==> config.mk <==
export PLATFORM = sky130hd
export DESIGN_NAME = instruction_decoder
export DESIGN_NICKNAME = d
export VERILOG_FILES = /design/src/rtl/iq_pkg.sv /design/src/rtl/word0_field_extract.sv /design/src/rtl/instruction_decoder.sv
export SDC_FILE = /design/constraint.sdc
export NUM_CORES = 1
export LEC_CHECK = 0
export BUFFER_PORTS_ARGS = -buffer_cell sky130_fd_sc_hd__buf_4
export CAP_MARGIN = 20
export CORE_MARGIN = 3
export CORE_UTILIZATION = 30
export DETAILED_ROUTE_END_ITERATION = 10
export SYNTH_ARGS = -nofsm -noshare
export SYNTH_HDL_FRONTEND = slang
export SYNTH_SLANG_ARGS = --single-unit
==> constraint.sdc <==
create_clock -name clk -period 1.9 [get_ports clk]
set_input_delay 0.095 -clock clk [delete_from_list [all_inputs] [get_ports clk]]
set_output_delay 0.095 -clock clk [all_outputs]
set_load 0.02 [all_outputs]
==> src/rtl/iq_pkg.sv <==
// Shared decode/queue definitions: field widths, word0 bit positions, the decoded
// instruction bundle consumed by instruction_queue, and the decoder FSM states.
package iq_pkg;

  localparam int unsigned MAJOR_W = 4;
  localparam int unsigned REG_W   = 5;
  localparam int unsigned SCALE_W = 2;
  localparam int unsigned MINOR_W = 4;
  localparam int unsigned ADDR_W  = 48;
  localparam int unsigned RSVD_W  = 5;

  // Word0 field LSB positions
  localparam int unsigned MAJOR_LSB      = 28;
  localparam int unsigned SRC1_LSB       = 23;
  localparam int unsigned SRC2_LSB       = 18;
  localparam int unsigned SCALE_LSB      = 16;
  localparam int unsigned DST_LSB        = 11;
  localparam int unsigned MINOR_LSB      = 7;
  localparam int unsigned HAS_ADDR_BIT   = 6;
  localparam int unsigned OFFSET_SUB_BIT = 5;

  typedef struct packed {
    logic [MAJOR_W-1:0] major_opcode;
    logic [REG_W-1:0]   source1;
    logic [REG_W-1:0]   source2;
    logic [SCALE_W-1:0] offset_scale;
    logic [REG_W-1:0]   destination;
    logic [MINOR_W-1:0] minor_opcode;
    logic               has_address;
    logic [ADDR_W-1:0]  address;
    logic               offset_sub;
  } decoded_instr_t;

  typedef enum logic [1:0] {
    StWord0,
    StAddrLo,
    StAddrHi
  } dec_state_e;

endpackage

==> src/rtl/word0_field_extract.sv <==
// Combinational slice of an instruction word0 into the decoded bundle, plus the
// reserved-bit legality check. Address is always zero here; the FSM fills it in.
//   word    : raw word0
//   fields  : decoded fields (address = 0)
//   illegal : reserved bits nonzero while CHECK_RESERVED is set
module word0_field_extract
  import iq_pkg::*;
#(
  parameter bit CHECK_RESERVED = 1'b1
) (
  input  logic [31:0]    word,
  output decoded_instr_t fields,
  output logic           illegal
);

  always_comb begin
    fields              = '0;
    fields.major_opcode = word[MAJOR_LSB +: MAJOR_W];
    fields.source1      = word[SRC1_LSB +: REG_W];
    fields.source2      = word[SRC2_LSB +: REG_W];
    fields.offset_scale = word[SCALE_LSB +: SCALE_W];
    fields.destination  = word[DST_LSB +: REG_W];
    fields.minor_opcode = word[MINOR_LSB +: MINOR_W];
    fields.has_address  = word[HAS_ADDR_BIT];
    fields.offset_sub   = word[OFFSET_SUB_BIT];
    illegal             = CHECK_RESERVED && (word[RSVD_W-1:0] != '0);
  end

endmodule

==> src/rtl/instruction_decoder.sv <==
// Decode stage feeding instruction_queue. Collects word0 and, when HasAddress is
// set, two address words, then presents the decoded bundle in a single registered
// output slot that honours the queue's stall.
//   clk, reset (sync, active-high)
//   fetch_word_in/fetch_valid_in/fetch_ready_out : fetch handshake
//   flush_in  : drop partial instruction and output slot
//   stall_in  : backpressure from the queue
//   valid_out + *_out fields : decoded bundle; illegal_out pulses on rejected word0
module instruction_decoder #(
  parameter bit          CHECK_RESERVED = 1'b1,
  parameter int unsigned ADDR_W         = 48
) (
  input  logic              clk,
  input  logic              reset,
  input  logic [31:0]       fetch_word_in,
  input  logic              fetch_valid_in,
  output logic              fetch_ready_out,
  input  logic              flush_in,
  input  logic              stall_in,
  output logic              valid_out,
  output logic [3:0]        MajorOpcode_out,
  output logic [4:0]        Source1_out,
  output logic [4:0]        Source2_out,
  output logic [1:0]        OffsetScale_out,
  output logic [4:0]        Destination_out,
  output logic [3:0]        MinorOpcode_out,
  output logic              HasAddress_out,
  output logic [ADDR_W-1:0] Address_out,
  output logic              OffsetSub_out,
  output logic              illegal_out
);
  import iq_pkg::*;

  decoded_instr_t w0_fields;
  logic           w0_illegal;
  decoded_instr_t stage_q;
  decoded_instr_t slot_q;
  dec_state_e     state_q;
  logic           valid_q;
  logic           illegal_q;
  logic           accept;

  word0_field_extract #(
    .CHECK_RESERVED(CHECK_RESERVED)
  ) u_extract (
    .word   (fetch_word_in),
    .fields (w0_fields),
    .illegal(w0_illegal)
  );

  // Ready only when the slot can take a new load this cycle (empty or draining).
  assign fetch_ready_out = !reset && !flush_in && (!valid_q || !stall_in);
  assign accept          = fetch_valid_in && fetch_ready_out;

  always_ff @(posedge clk) begin
    if (reset) begin
      state_q   <= StWord0;
      valid_q   <= 1'b0;
      illegal_q <= 1'b0;
      stage_q   <= '0;
      slot_q    <= '0;
    end else if (flush_in) begin
      state_q   <= StWord0;
      valid_q   <= 1'b0;
      illegal_q <= 1'b0;
      stage_q   <= '0;
    end else begin
      illegal_q <= 1'b0;
      // Drain; a load below overrides so back-to-back loads keep valid high.
      if (!stall_in) begin
        valid_q <= 1'b0;
      end
      if (accept) begin
        unique case (state_q)
          StWord0: begin
            if (w0_illegal) begin
              illegal_q <= 1'b1;
            end else if (w0_fields.has_address) begin
              stage_q <= w0_fields;
              state_q <= StAddrLo;
            end else begin
              slot_q  <= w0_fields;
              valid_q <= 1'b1;
            end
          end
          StAddrLo: begin
            stage_q.address[31:0] <= fetch_word_in;
            state_q               <= StAddrHi;
          end
          StAddrHi: begin
            slot_q                       <= stage_q;
            slot_q.address[ADDR_W-1:32] <= fetch_word_in[15:0];
            valid_q                      <= 1'b1;
            state_q                      <= StWord0;
          end
          default: state_q <= StWord0;
        endcase
      end
    end
  end

  assign valid_out       = valid_q;
  assign illegal_out     = illegal_q;
  assign MajorOpcode_out = slot_q.major_opcode;
  assign Source1_out     = slot_q.source1;
  assign Source2_out     = slot_q.source2;
  assign OffsetScale_out = slot_q.offset_scale;
  assign Destination_out = slot_q.destination;
  assign MinorOpcode_out = slot_q.minor_opcode;
  assign HasAddress_out  = slot_q.has_address;
  assign Address_out     = slot_q.address;
  assign OffsetSub_out   = slot_q.offset_sub;

endmodule

==> impl_metrics.yaml <==
logic_synthesis:
  syn_area_um2: 5510
  synth_top_area_share_pct: 50.1
  seq_area_frac_synth_pct: 50.1
  synth.area.mux_share_pct: 10.7
  synth_compound_area_share_pct: 20.8
  yosys-top-cells-count: "138 x dfxtp_1, 59 x mux2i_1, 56 x a21oi_1, 44 x nand2b_1, 37 x a22o_1"
  synth.area.top_cells: "dfxtp_1 50%, mux2i_1 11%, a22o_1 5.9%"
  synth-main-ff-cell: "dfxtp_1"
  synth_edf_count: 0
  ys_warn_count: 0
  ys_types: 33
  yosysMostFrequentCell: "dfxtp_1"
  synth-adder-area-share_pct: 0
  synthesis.nets: 584
  syn_avg_cell_area_um2: 10.1
  synth_top_family_by_area: "compound AO/OA/AOI/OAI gates"
  async_reset_ff_share_pct: 0
  synthesis.instances: 547
  synth-seq-cells: 138
  synth-xor-area-share_pct: 0
  synthSimpleGateAreaFrac_pct: 13.2
  synth.largest_area_cell: "dfxtp_1"
floorplan:
  die_y_um: 142
  rows: 48
  initial_utilization_pct: 31.2
  pin_count: 115
  die_w_um: 142
  core-area_um2: 17700
  dieArea_um2: 20000
timing:
  timing.final.crit_period_ns: 1.78
  rsz0062_at_grt: "false"
  hold_viol: 0
  clock.fmax_mhz: 562
  worst_pin_slew_ns: 0.724
  drv_slew: 0
  slew_headroom_pct: 51.7
  finalCritPeriodShare_pct: 93.7
  finalSetupViolations: 0
  skew_ns: 0.00860
  tns_ns: 0
place:
  hpwl_um: 10900
  port_buffers: 114
  place_inst: 853
  dpl_cell_area_um2: 6580
  gp_congestion: 0.762
setup_path:
  startpoint_type: "input pin"
  r2r_setup_slack_ns: 0.12
  crit_type: "in2reg"
  critical_path_required_ns: 2.26
  end_kind: "register"
  path_max_fanout: 19
  critPathArrivalTime_ns: 2.13
final_layout:
  layout-drive-gt1-share_pct: 29.5
  fin_nets: 728
  diodes: 0
  fin_cells: 929
  fin_area_um2: 7770
  syn2layout_area_growth_pct: 41.0
worst_hold_path:
  hold_path.class: "in2reg"
cts:
  cts_tree: "built"
  cts-root-buf: "clkbuf_16"
  cts_buffers: 17
  cts_buffer_depth: 2
  clkSinkCount: 138
  h-tree-depth: 4
  clock_latency_ns: 0.41
  clk_pin_slew_ns: 0.05
drt:
  met1_length_um: 7570
  wl_met2_um: 7910
  drt_wl_total_um: 17000
  drtIter0Drc: 503
  top_layer: "met4"
  detail-route-antenna-nets: 0
  first_pass_iters: 5
  viasPerCell: 5.06
  wl_met3_um: 1250
  post_drt_wl_per_cell_um: 18.3
  vias: 4699
  drc: 0
power_and_ir_drop:
  irDropWorstVdd_uv: 541
  powerDensity_nw_per_um2: 862
  power.leakage_nw: 3.06
flow_run:
  maxCapViolations: 0
grt:
  grt_pass1_vias: 4673
  grt_usage_pct: 16.0
  antenna_found_initial: 0
  grt_max_degree: 55
  grt_pass1_wl_um: 25600
  gr-total-overflow: 0
status:
  status: "complete, no violations"
[power by group]
group	total (W)	internal, W	switching, W
sequential	0.00290	0.00290	0.00000127
clock	0.00345	0.00220	0.00125
combinational	0.000347	0.000155	0.000192
total	0.00670	0.00526	0.00144
[critical path: stages]
cell,delay (ns)
dlygate4sd3_1,0.54
buf_4,0.16
nor2b_1,0.14
and2_1,0.20
o31ai_4,0.61
buf_12,0.24
a22o_1,0.15
[final timing paths]
check,end,startpoint,cells past startpoint
setup / recovery,stage_q[25],fetch_word_in[6],7
setup reg to reg,MinorOpcode_out[3],valid_out,5
hold / removal,state_q[1],fetch_valid_in,4
hold reg to reg,Address_out[29],stage_q[30],2
[layer usage]
layer | up-vias | global-route usage, %
li1 | 2265 | -
met3 | 22 | 6.03
met1 | 2265 | 21.0
met2 | 147 | 24.7
met4 | 0 | 4.70
met5 | - | 0
[layout by cell type, fill, tap and decap left out, types with 3 or more instances in the layout]
cell,count
buf_4,126
buf_12,5
buf_6,9
dfxtp_1,137
o21ai_0,36
nor2_1,6
clkinvlp_4,3
nand4_1,11
a21oi_1,55
a22o_1,37
nand3_1,27
mux2i_1,59
bufinv_16,3
a211oi_2,22
clkbuf_16,21
nand2b_1,44
a211oi_1,4
nand2_1,36
dlygate4sd3_1,32
clkbuf_8,4
[flip-flops by register name, summed over array words and instances (netlist names)]
name and cells:
Source2_out 5, state_q 2, OffsetSub_out 1, Source1_out 5, MinorOpcode_out 4, HasAddress_out 1, MajorOpcode_out 4, Address_out 48
stage_q 59, Destination_out 5, valid_out 1, illegal_out 1, OffsetScale_out 2
[final cells by class]
| class | instances | area, µm² |
|---|---|---|
| clock buffers | 22 | 484 |
| well taps | 225 | 282 |
| inverters | 1 | 3.75 |
| flip-flops and latches | 138 | 2760 |
| fillers | 1635 | 9890 |
| repair buffers | 177 | 1580 |
| clock inverters | 10 | 140 |
| multi-input cells | 356 | 2520 |
[timing repair]
item	4_1_cts	5_1_grt
setup endpoints to repair	0	32
hold buffers	33	0
setup buffers	0	4
endpoints found under the hold margin	72	0
gates resized for setup	0	18
[kinds of logic (layout without fill, tap and decap cells)]
kind of cell | Yosys count | count (layout)
buf+inv | 53 | 210
flops | 138 | 138
mux | 59 | 59
compound gates | 161 | 161
simple gates | 136 | 136
[through the flow]
| step | worst slack [ns] | power [W] | hold slack, ns | utilization, % |
|---|---|---|---|---|
| finish | 0.120 | 0.00670 | 0.104 | 44.0 |
| global route | 0.0462 | 0.00690 | 0.0987 | 44.0 |
| CTS | 0.0260 | 0.00675 | 0.0770 | 42.7 |
| detailed placement | 0.0534 | 0.00324 | 0.339 | 37.3 |
| global placement | 0.153 | 0.00324 | 0.331 | 37.3 |
| floorplan | 0.0503 | 0.00309 | 0.220 | - |
No activity file was read; power rests on OpenSTA's default activity.
